**src/rtl/uart_cmd_ctrl.sv**
```systemverilog
// Frame parser (SYNC, ADDR, DATA, CHK) that writes a small register bank; all outputs registered, result one cycle after CHK.
// Optional inter-byte timeout is compiled in by defining UART_CMD_TIMEOUT_EN.
module uart_cmd_ctrl #(
  parameter int          NUM_REGS     = 4,
  parameter logic [7:0]  SYNC_BYTE    = 8'hA5,
  parameter int          TIMEOUT_CLKS = 208333
) (
  input  logic                  clk_i,
  input  logic                  rst_i,
  input  logic [7:0]            rx_data_i,
  input  logic                  rx_valid_i,
  output logic [NUM_REGS*8-1:0] regs_flat_o,
  output logic                  wr_strobe_o,
  output logic [3:0]            wr_addr_o,
  output logic                  err_chk_o,
  output logic                  err_addr_o,
  output logic                  err_timeout_o,
  output logic                  busy_o
);

  typedef enum logic [1:0] {IDLE, GET_ADDR, GET_DATA, GET_CHK} state_e;

  localparam logic [8:0] NREGS = 9'(NUM_REGS);

  state_e     state_q, state_d;
  logic [7:0] addr_q, addr_d;
  logic [7:0] data_q, data_d;
  logic [7:0] regs_q [NUM_REGS];
  logic [3:0] wr_addr_q;
  logic       wr_strobe_q, wr_strobe_d;
  logic       err_chk_q, err_chk_d;
  logic       err_addr_q, err_addr_d;
  logic       err_timeout_q, err_timeout_d;
  logic       busy_q;
  logic       timeout_hit;

`ifdef UART_CMD_TIMEOUT_EN
  localparam int             CW       = $clog2(TIMEOUT_CLKS + 1);
  localparam logic [CW-1:0]  CNT_LAST = CW'(TIMEOUT_CLKS - 1);
  localparam logic [CW-1:0]  CNT_MAX  = '1;

  logic [CW-1:0] cnt_q, cnt_d;

  // A byte arriving on the expiry cycle takes priority over the timeout.
  assign timeout_hit = (state_q != IDLE) && !rx_valid_i && (cnt_q == CNT_LAST);

  always_comb begin
    cnt_d = cnt_q;
    if (rx_valid_i || state_q == IDLE || timeout_hit) cnt_d = '0;
    else if (cnt_q != CNT_MAX)                        cnt_d = cnt_q + 1'b1;
  end

  always_ff @(posedge clk_i) begin
    if (rst_i) cnt_q <= '0;
    else       cnt_q <= cnt_d;
  end
`else
  logic unused_timeout_param;
  assign unused_timeout_param = ^TIMEOUT_CLKS;
  assign timeout_hit          = 1'b0;
`endif

  always_ff @(posedge clk_i) begin
    if (rst_i) begin
      state_q <= IDLE;
      addr_q  <= '0;
      data_q  <= '0;
    end else begin
      state_q <= state_d;
      addr_q  <= addr_d;
      data_q  <= data_d;
    end
  end

  always_comb begin
    state_d = state_q;
    addr_d  = addr_q;
    data_d  = data_q;
    if (timeout_hit) begin
      state_d = IDLE;
    end else if (rx_valid_i) begin
      case (state_q)
        IDLE:     if (rx_data_i == SYNC_BYTE) state_d = GET_ADDR;
        GET_ADDR: begin addr_d = rx_data_i; state_d = GET_DATA; end
        GET_DATA: begin data_d = rx_data_i; state_d = GET_CHK;  end
        default:  state_d = IDLE;
      endcase
    end
  end

  // Checksum is judged before the address, so a frame yields at most one error.
  always_comb begin
    wr_strobe_d   = 1'b0;
    err_chk_d     = 1'b0;
    err_addr_d    = 1'b0;
    err_timeout_d = timeout_hit;
    if (rx_valid_i && state_q == GET_CHK) begin
      if (rx_data_i != (addr_q ^ data_q)) err_chk_d   = 1'b1;
      else if ({1'b0, addr_q} >= NREGS)   err_addr_d  = 1'b1;
      else                                wr_strobe_d = 1'b1;
    end
  end

  always_ff @(posedge clk_i) begin
    if (rst_i) begin
      for (int k = 0; k < NUM_REGS; k++) regs_q[k] <= '0;
      wr_addr_q     <= '0;
      wr_strobe_q   <= 1'b0;
      err_chk_q     <= 1'b0;
      err_addr_q    <= 1'b0;
      err_timeout_q <= 1'b0;
      busy_q        <= 1'b0;
    end else begin
      for (int k = 0; k < NUM_REGS; k++)
        if (wr_strobe_d && addr_q[3:0] == 4'(k)) regs_q[k] <= data_q;
      if (wr_strobe_d) wr_addr_q <= addr_q[3:0];
      wr_strobe_q   <= wr_strobe_d;
      err_chk_q     <= err_chk_d;
      err_addr_q    <= err_addr_d;
      err_timeout_q <= err_timeout_d;
      busy_q        <= (state_d != IDLE);
    end
  end

  always_comb begin
    regs_flat_o = '0;
    for (int k = 0; k < NUM_REGS; k++) regs_flat_o[8*k +: 8] = regs_q[k];
  end

  assign wr_strobe_o   = wr_strobe_q;
  assign wr_addr_o     = wr_addr_q;
  assign err_chk_o     = err_chk_q;
  assign err_addr_o    = err_addr_q;
  assign err_timeout_o = err_timeout_q;
  assign busy_o        = busy_q;

endmodule

```
**config.mk**
```make
export PLATFORM = sky130hd
export DESIGN_NAME = uart_cmd_ctrl
export DESIGN_NICKNAME = d
export VERILOG_FILES = /design/src/rtl/uart_cmd_ctrl.sv
export SDC_FILE = /design/constraint.sdc
export NUM_CORES = 1
export LEC_CHECK = 0
export ABC_AREA = 1
export CORE_MARGIN = 2
export CORE_UTILIZATION = 45
export CTS_BUF_LIST = sky130_fd_sc_hd__clkbuf_8 sky130_fd_sc_hd__clkbuf_16
export DETAILED_ROUTE_END_ITERATION = 8
export PLACE_DENSITY = 0.72
export SYNTH_ARGS = -nofsm -noshare
export SYNTH_HDL_FRONTEND = slang
export SYNTH_SLANG_ARGS = --single-unit
```
**constraint.sdc**
```tcl
create_clock -name clk_i -period 3.9 [get_ports clk_i]
set_input_delay 0.78 -clock clk_i [delete_from_list [all_inputs] [get_ports clk_i]]
set_output_delay 0.78 -clock clk_i [all_outputs]
set_load 0.01 [all_outputs]
```
# Word level (Yosys, flattened, before mapping)

Memories as Yosys holds them, arrays and structs flattened.
Index checks and enable logic that the tools add are counted.

Register bits after elaboration: 26
RAM bits: 32
Input bits: 11
Memories: 1

Memory list:

| name   | words | bits a word | rd ports | clocked after Yosys merged registers in | wr ports | RTL line | RTL |
|---|---|---|---|---|---|---|---|
| regs_q | 4     | 8           | 4        | 0                                       | 4        | 28       | `logic [7:0] regs_q [NUM_REGS];` |

Magnitude comparators: 1
Eq/ne operators: 8
Muxes and demuxes: 26
Bitwise logic cells: 6
Reductions and logical operators: 12

Operators by type and width:

| operator             | count |
|---|---|
| $mux W8              | 4 |
| $mux W1              | 19 |
| $eq A4 B2 Y1 const B | 2 |
| $eq A8 B8 Y1 const B | 1 |
| $ge A8 B3 Y1 const B | 1 |
| $ne A8 B8 Y1         | 1 |
| $xor A8 B8 Y8        | 1 |
| $pmux W2 S3          | 1 |
| $logic_and A1 B1 Y1  | 5 |
| $eq A2 B2 Y1 const B | 2 |
| $eq A4 B1 Y1 const B | 1 |
| $logic_not A4 Y1     | 1 |
| $mux W2              | 2 |
| $or A1 B1 Y1         | 4 |
| $reduce_and A2 Y1    | 2 |
| $reduce_or A3 Y1     | 1 |
| $eq A2 B1 Y1 const B | 1 |
| $logic_not A2 Y1     | 1 |
| $reduce_bool A2 Y1   | 1 |
| $reduce_or A2 Y1     | 1 |
| $not A1 Y1           | 1 |

# Depth between registers and ports, before layout

Gate-level depths: netlist of run 1.

Depth in word-level cells: 9
Depth in mapped cells: 11
Gate-level depth less buffers: 11

# Worst setup path before layout of run 1

Ideal clock, no wire load.

Path kind: input to register
Start: in rx_data_i[6]
End: mem regs_q[0][0], enable pin
Library setup time: 0.329 ns
Data arrival time: 1.720 ns
Data required time: 3.571 ns
Path slack: 1.851 ns
Stages: 11
Buffers on the path: 0
Cells stage by stage: inv_1 -> nand2_1 -> nand2_1 -> nand2_1 -> nand2_1 -> nand2_1 -> inv_1 -> nand2_4 -> nor2_8 -> nand3_1 -> nand2_1

RTL lines:

| item            | RTL line | RTL |
|---|---|---|
| start, declared | 10       | `input logic [7:0] rx_data_i,` |
| end, declared   | 28       |  |

==> impl_results.md, run 1 <==
- Cell area power density: a little under 400 nW/um^2
- Htree depth: 3
- Worst slew pin tran: between 500 and 600 ps
- Clock sink count: 58
- Seq/Total Area, Yosys: 55.0%
- Detailed-route DRC error count: 0
- Total track usage: 18.5%
- DRT Pass-1 Iters: 4
- Worst Path Required: between 3000 and 4000 ps
- Worst-skew pair later-pin latency: 330 ps
- Synthesized net count: 329
- Gp weighted congestion: 0.900
- Max VDD drop: ~0.2 mV
- Synth warnings: 0
- Dpl hpwl: 4200 um
- Max Cap Violations: 0
- Setup ws final: 1430 ps
- Total setup buffers inserted after CTS: 0
- Tot Pwr: 1.36 mW
- Port-buffer cells: 50
- Leakage: 1.45 nW
- Final core occ: 59.0%
- Most frequent cells in the layout: nand2_1 (86), clkdlybuf4s50_1 (50), nor2_1 (44)
- Drt via density: 4.95
- Grt total ovfl: 0
- Setup violators final: 0
- CP Data Arrival Time: ~2500 ps
- Number of global-route vias before repair: 1942
- Layout fillers: 510
- N_diodes: 0
- Slew headroom: 66.5%
- Hold_ws: 458 ps
- Commonest non-fill, non-tap cell in the layout: nand2_1
- Startpoint Class: input port
- Setup CP Type: input port to flop
- Initial antenna violation count: 0
- Finished Layout Cells: 450
- Cts hold-fix bufs: 0
- I/O pins: 52
- Synthesis-stage register bit count: 58
- Vert. Die Dim: 81.3 um
- # resized after CTS: 0
- Slew Viols, Final: 0
- Root Driver: clkbuf_8
- Nets: 385
- Area growth from synthesis to layout: 28.2%
- ANT nets after route: 0
- Clk slew on worst S/H paths: 60 ps
- TritonCTS Buffers: 9
- Die area: between 6000 and 7000 um^2
- DR vias: about 2200
- Post-Place Cells: ~430
- Chip Width: 81.3 um
- Unrepaired setup endpoints after global routing: false
- Crit path max fanout: 9
- Area of the mapped netlist: ~2700 um^2
- Post-Route WL: 5540 um
- Final hold vios: 0
- Avg Cell Area, Syn: 8.57 um^2
- Multi-input gate area: between 1000 and 1500 um^2
- Pre-CTS setup slack: ~1000 ps
- Crit share post-route: 63.4%
- CORE AREA: 5850 um^2
- Layout cells sized above 1: 9.33%
- Register area: 1480 um^2
- Initial DRC Count: 106
- Placed inst area: 3270 um^2
- Final TNS setup: 0 ps
- Hold Crit Class: flop to flop
- Clock Path Buffers: 2
- Largest net degree at the start of global routing: 22
- Max Fclk: between 400 and 500 MHz
- Status: finished, final reports clean
- Post-route cell area: between 3000 and 4000 um^2
- DR WL/cell: 12.3 um
- CP Capture Type: flop
- CTS tree: yes
- Starting Density: 46.0%
- Yosys cell types: 24
- Synth Instances: about 310
- Row cnt: 28
- First-pass GRT wire length: 9020 um
- Crit path time final: 2470 ps
- Worst Skew: 4.97 ps
## synthesized netlist by cell type
cell type / number / area share, %
clkbuf_1: 4 / 0.56
nand4_1: 4 / 0.93
inv_1: 28 / 3.9
nand4_4: 4 / 3.2
nand3_2: 1 / 0.37
nor3_1: 7 / 1.3
nand2_4: 1 / 0.42
nand3_1: 21 / 3.9
o21ai_0: 17 / 3.2
nor2_1: 44 / 6.1
buf_4: 1 / 0.28
a21oi_1: 17 / 3.2
nor2_2: 2 / 0.46
ha_1: 4 / 1.9
nand2_2: 2 / 0.46
buf_2: 1 / 0.19
edfxtp_1: 32 / 36
nor2_8: 1 / 0.74
o211ai_1: 1 / 0.28
dfxtp_1: 26 / 19
nand2_1: 86 / 12
conb_1: 1 / 0.14
nor2_4: 1 / 0.42
inv_2: 8 / 1.1
## cells by family after synthesis
group                      after synthesis  synth area share (%)
AOI/OAI and AO/OA                       35                  6.60
adders and majority gates                4                  1.86
buffers and inverters                   42                  6.04
DFF                                     58                  55.0
other                                    1                 0.139
and+or+nand+nor                        174                  30.3
## critical path, cell delays in order
cell	delay, ps
clkdlybuf4s50_1	580
inv_1	80
nand2_1	70
nand2_1	40
nor2_1	210
nand2_4	110
nor2_8	210
nand3_1	100
nand2_1	290
## flip-flops by register name (all words and copies together) (netlist names)
register     flops
wr_addr_o        4
addr_q           8
state_q          2
busy_o           1
wr_strobe_o      1
err_chk_o        1
regs_q          32
err_addr_o       1
data_q           8
## cell type report
class / count / share of cell area [%]
Timing Repair Buffer: 51 / 14.7
Tap cell: 75 / 2.72
Sequential cell: 58 / 42.9
Inverter: 36 / 3.92
Clock inverter: 7 / 1.74
Clock buffer: 9 / 3.59
Multi-Input combinational cell: 214 / 30.4
## final timing paths
path | startpoint | endpoint | slack (ps) | depth (start not counted)
max | rx_data_i[2] | regs_q[0][0] | 1430 | 9
min | wr_addr_o[2] | wr_addr_o[2] | 460 | 2
min reg2reg | wr_addr_o[2] | wr_addr_o[2] | 460 | 2
max reg2reg | data_q[7] | regs_q[0][0] | 1920 | 11
## where the power goes
group | leakage (nW) | internal (mW) | switching [mW]
Combinational | 0.809 | 0.0644 | 0.101
Clock | 0.0939 | 0.287 | 0.229
Sequential | 0.542 | 0.667 | 0.0141
Total | 1.45 | 1.02 | 0.344
## metal layers
| layer | up-vias | GRT usage, % | routed length [um] |
|---|---|---|---|
| met5 | - | 0 | 0 |
| met2 | 70 | 29.4 | 2660 |
| met4 | 0 | 7.97 | 89 |
| met3 | 10 | 5.33 | 366 |
| met1 | 1002 | 23.5 | 2420 |
| li1 | 1144 | - | - |
(Power assumes the default switching activity.)
==> run 2: changes to the inputs <==
- clock period: 3.9 -> 2.57 ns (I/O delays scaled with it)
==> run 2 against run 1 <==
Net effect:
- largest power group unchanged
- largest cell class unchanged
- via count increased by 1.2%
- critical endpoint is now regs_q[0][1]
- non-clock buffer count is 6 higher
- core utilization up 0.71 points
- total power is 50% higher
- register-to-register slack worse by 1300 ps
==> impl_results.md, run 2 (synthesis gave the netlist of run 1 again) <==
- Status: finished, final reports clean
- Root Driver: clkbuf_8
- Worst-skew pair later-pin latency: 340 ps
- Worst Path Required: 2570 ps
- Clk slew on worst S/H paths: 60 ps
- Total track usage: 18.7%
- Finished Layout Cells: 456
- Leakage: around 1.5 nW
- Layout cells sized above 1: 11.0%
- Commonest non-fill, non-tap cell in the layout: nand2_1
- DR WL met3: 340 um
- Post-Place Cells: 440
- Crit path max fanout: 8
- R2R setup slack: 650 ps
- DR vias: 2253
- Worst Skew: 8.81 ps
- Nets: 391
- CP Capture Type: flop
- Biggest regs: regs_q x32, addr_q x8, data_q x8
- Unrepaired setup endpoints after global routing: false
- Startpoint Class: input port
- Final hold vios: 0
- Area growth from synthesis to layout: 29.7%
- Hold_ws: 464 ps
- Final core occ: 59.7%
- Slew Viols, Final: 0
- Detailed-route DRC error count: 0
- Post-route cell area: about 3500 um^2
- Htree depth: 3
- Tot Pwr: 2.04 mW
- Post-Route WL: roughly 5700 um
- Reg2reg path depth: 10
- Critical Path Start: rx_data_i[6]
- Worst slew pin tran: 583 ps
- Clock sink count: 58
- Crit path time final: 2110 ps
- Initial DRC Count: 106
- Drt via density: 4.94
- Setup violators final: 0
- Largest register FFs: 32
- Clock Path Buffers: 2
- Max Fclk: 473 MHz
- Cts hold-fix bufs: 0
- Dpl hpwl: 4290 um
- Die area: approximately 6600 um^2
- DRT met1 WL: 2440 um
- Crit share post-route: 82.2%
- Largest net degree at the start of global routing: 17
- Most frequent cells in the layout: nand2_1 (86), clkdlybuf4s50_1 (50), nor2_1 (44)
- CP Data Arrival Time: between 2000 and 2500 ps
- Hold Crit Class: flop to flop
- Total setup buffers inserted after CTS: 0
- Max Cap Violations: 0
- Setup CP Type: input port to flop
- Number of global-route vias before repair: 2028
- Starting Density: a little under half
- Row cnt: 28
- N_diodes: 0
- RR Startpoint: addr_q[0]
- Pre-CTS setup slack: between 100 and 150 ps
- Met2 wire len: about 2700 um
- Port-buffer cells: 50
- Initial antenna violation count: 0
- Layout fillers: between 500 and 600
- Slew headroom: 61.1%
- Vert. Die Dim: 81.3 um
- ANT nets after route: 0
- Setup ws final: roughly 460 ps
- Grt total ovfl: 0
- Biggest register: regs_q
- R2R Path End: regs_q[0][1]
- # resized after CTS: 0
- DRT Pass-1 Iters: 4
- Gp weighted congestion: ~0.88
- Final TNS setup: 0 ps
- Placed inst area: 3310 um^2
- CTS tree: yes
- I/O pins: 52
- Max VDD drop: a little under 0.3 mV
- Cell area power density: roughly 600 nW/um^2
- First-pass GRT wire length: 9170 um
- TritonCTS Buffers: 9
- Chip Width: 81.3 um
- Top Metal Used: met4
- Critical Path End: regs_q[0][1]
- CORE AREA: ~5900 um^2
- DR WL/cell: 12.4 um
[run 2: worst min path at each step]
stage                      start           end  depth (start not counted)
floorplan              addr_q[6]     addr_q[6]                          2
global placement    wr_addr_o[3]  wr_addr_o[3]                          2
detailed placement  wr_addr_o[2]  wr_addr_o[2]                          2
CTS                 wr_addr_o[2]  wr_addr_o[2]                          2
global route        wr_addr_o[2]  wr_addr_o[2]                          2
finish              wr_addr_o[3]  wr_addr_o[3]                          2
[run 2: metal layers]
layer	global-route usage (%)	up-vias
met1	22.8	1020
met4	12.9	0
li1	-	1150
met5	0	-
met2	29.8	67
met3	3.67	16
[run 2: worst max-delay path, stage by stage]
cell and delay (ps):
clkdlybuf4s50_1 530, inv_1 80, nand2_1 80, nand3_1 70, nand2_1 70, nand2_1 60, inv_1 90, nand2_4 70
nor2_8 170, nand3_1 90, nand2_1 290
[run 2: area by class of cell]
| cell class | count | area (um^2) | share of cell area, % |
|---|---|---|---|
| repair buffers | 57 | 553 | 15.8 |
| clock buffers | 11 | 151 | 4.34 |
| multi-input cells | 214 | 1050 | 30.0 |
| clock inverters | 5 | 28.8 | 0.824 |
| well taps | 75 | 93.8 | 2.69 |
| flip-flops and latches | 58 | 1480 | 42.4 |
| inverters | 36 | 135 | 3.87 |
[run 2: report_power, final]
group / internal (mW) / total [mW] / switching (mW)
clock: 0.395 / 0.752 / 0.358
sequential: 1.01 / 1.03 / 0.0206
combinational: 0.102 / 0.257 / 0.154
total: 1.51 / 2.04 / 0.533
==> run 3: changes to the inputs <==
- PLACE_DENSITY: 0.72 -> 0.75
- clock period: 2.57 -> 1.7 ns (I/O delays scaled with it)
==> run 3 against run 2 <==
Net effect:
- sequential power up 51%
- critical endpoint is now regs_q[0][7]
- count of clock-buffer cells in the layout down 1
- highest routed layer unchanged
- first-iteration DRC count up 38%
- global-route usage up 2.1 points
- cell count up 11%
- critical path type is now flop to flop
==> impl_results.md, run 3 (synthesis gave the netlist of run 1 again) <==
- Final core occ: 69.3%
- Top Metal Used: met4
- N_diodes: 0
- Crit-path leading delay family: simple AND/OR/NAND/NOR gates
- ANT nets after route: 0
- Cell area power density: 822 nW/um^2
- Hold Crit Class: input port to flop
- Largest register FFs: 32
- CP Capture Type: flop
- Status: finished, final reports clean
- DRT met1 WL: roughly 2700 um
- Critical Path Start: addr_q[4]
- Layout cells sized above 1: 30.6%
- Root Driver: clkbuf_8
- Critical path depth in cells: 11
- Post-route cell area: 4050 um^2
- Placed inst area: about 3700 um^2
- Area growth from synthesis to layout: 50.6%
- CORE AREA: approximately 5900 um^2
- Layout fillers: 431
- DR vias: around 2500
- Final TNS setup: 0 ps
- Worst-skew pair later-pin latency: 340 ps
- Clock sink count: 58
- Starting Density: 46.0%
- Hold wc startpoint: rx_data_i[4]
- Biggest register: regs_q
- Finished Layout Cells: 506
- DR WL met3: between 300 and 400 um
- Port-buffer cells: 50
- Largest net degree at the start of global routing: 17
- CP Cell Sequence: inv_2 > nand2_2 > nand2_1 > nand2_1 > nand2_1 > nor2_2 > nand2_2 > nor2_8 > buf_6 > nand4_4 > nor2_2
- Cell depth of the worst hold path: 3
- Critical path's most frequent cell: nand2_1
- Max VDD drop: 0.528 mV
- Critical Path Max Stage Delay: 360 ps
- Crit share post-route: between 90% and 100%
- Row cnt: 28
- Worst path slowest cell: dfxtp_2
- Slew Viols, Final: 0
- Detailed-route DRC error count: 0
- First-pass GRT wire length: 10200 um
- Most frequent cells in the layout: nand2_1 (73), buf_4 (53), clkdlybuf4s50_1 (42)
- I/O pins: 52
- Initial antenna violation count: 0
- Number of global-route vias before repair: 2296
- TritonCTS Buffers: 9
- Total track usage: 20.8%
- Worst path bufs/invs: 2
- CTS tree: yes
- CP Data Arrival Time: 1880 ps
- Nets: 441
- Grt total ovfl: 0
- Leakage: 1.80 nW
- Reg2reg path depth: 11
- Post-Route WL: 6540 um
- Final hold vios: 0
- Worst Path Required: 1900 ps
- Gp weighted congestion: between 0.8 and 0.9
- Initial DRC Count: about 150
- Pre-CTS setup slack: -518 ps
- Biggest regs: regs_q x32, addr_q x8, data_q x8
- DR WL/cell: 12.9 um
- RR Startpoint: addr_q[4]
- R2R Path End: regs_q[0][7]
- Vert. Die Dim: roughly 81 um
- Crit path time final: between 1500 and 2000 ps
- Max Cap Violations: 0
- Setup CP Type: flop to flop
- Max Fclk: between 500 and 600 MHz
- Dpl hpwl: 4780 um
- Die area: 6620 um^2
- R2R setup slack: 20 ps
- Chip Width: between 80 and 90 um
- Post-Place Cells: 482
- Drt via density: 4.91
- DRT Pass-1 Iters: 4
- Crit path max fanout: 8
- Setup violators final: 0
- Hold EP: addr_q[4]
- Htree depth: 3
- Met2 wire len: 3370 um
- Commonest non-fill, non-tap cell in the layout: nand2_1
- Clk slew on worst S/H paths: 70 ps
- Setup ws final: 15.3 ps
- Unrepaired setup endpoints after global routing: true
- Clock Path Buffers: 2
- Startpoint Class: flop
- Worst Skew: 6.23 ps
==> run 3: timing repair <==
item,4_1_cts,5_1_grt
gates resized for setup,14,43
pin swaps,5,14
endpoints found under the setup margin,51,68
endpoints found under the hold margin,0,0
setup buffers,1,7
hold buffers,0,0
==> run 3: where the power goes <==
group	total [mW]	switching [mW]	internal, mW
combinational	0.520	0.278	0.241
sequential	1.56	0.0332	1.53
clock	1.25	0.546	0.703
total	3.33	0.857	2.47
==> run 3: how the worst max path moves through the flow <==
stage                         endpoint  slack [ps]
final                     regs_q[0][7]          20
after global routing      regs_q[0][0]        -110
after global placement    regs_q[2][3]        -450
after detailed placement  regs_q[2][7]        -520
after floorplan           regs_q[1][0]          -4
after CTS                 regs_q[1][2]           2
==> run 3: per-stage QoR <==
stage | hold slack (ps) | power (mW)
finish | 436 | 3.33
global route | 481 | 3.47
CTS | 460 | 3.31
detailed placement | 451 | 2.07
global placement | 444 | 2.05
floorplan | 412 | 1.82
==> run 3: per-layer routing <==
layer,up-vias,GRT usage (%)
li1,1251,-
met5,-,0
met2,77,36.1
met4,0,7.29
met3,14,5.22
met1,1144,25.1
==> run 3: worst reg2reg max path, cell delays in order, from the launching register on <==
cell and delay, ps:
dfxtp_2 360, inv_2 60, nand2_2 70, nand2_1 50, nand2_1 50, nand2_1 60, nor2_2 120, nand2_2 110
nor2_8 180, buf_6 140, nand4_4 170, nor2_2 160
==> run 3: area by class of cell <==
class / instances / area (um^2) / area share [%]
clock buffers: 10 / 138 / 3.40
clock inverters: 6 / 57.6 / 1.42
inverters: 36 / 135 / 3.33
multi-input cells: 214 / 1140 / 28.2
flip-flops and latches: 58 / 1500 / 37.1
well taps: 75 / 93.8 / 2.31
repair buffers: 107 / 982 / 24.2
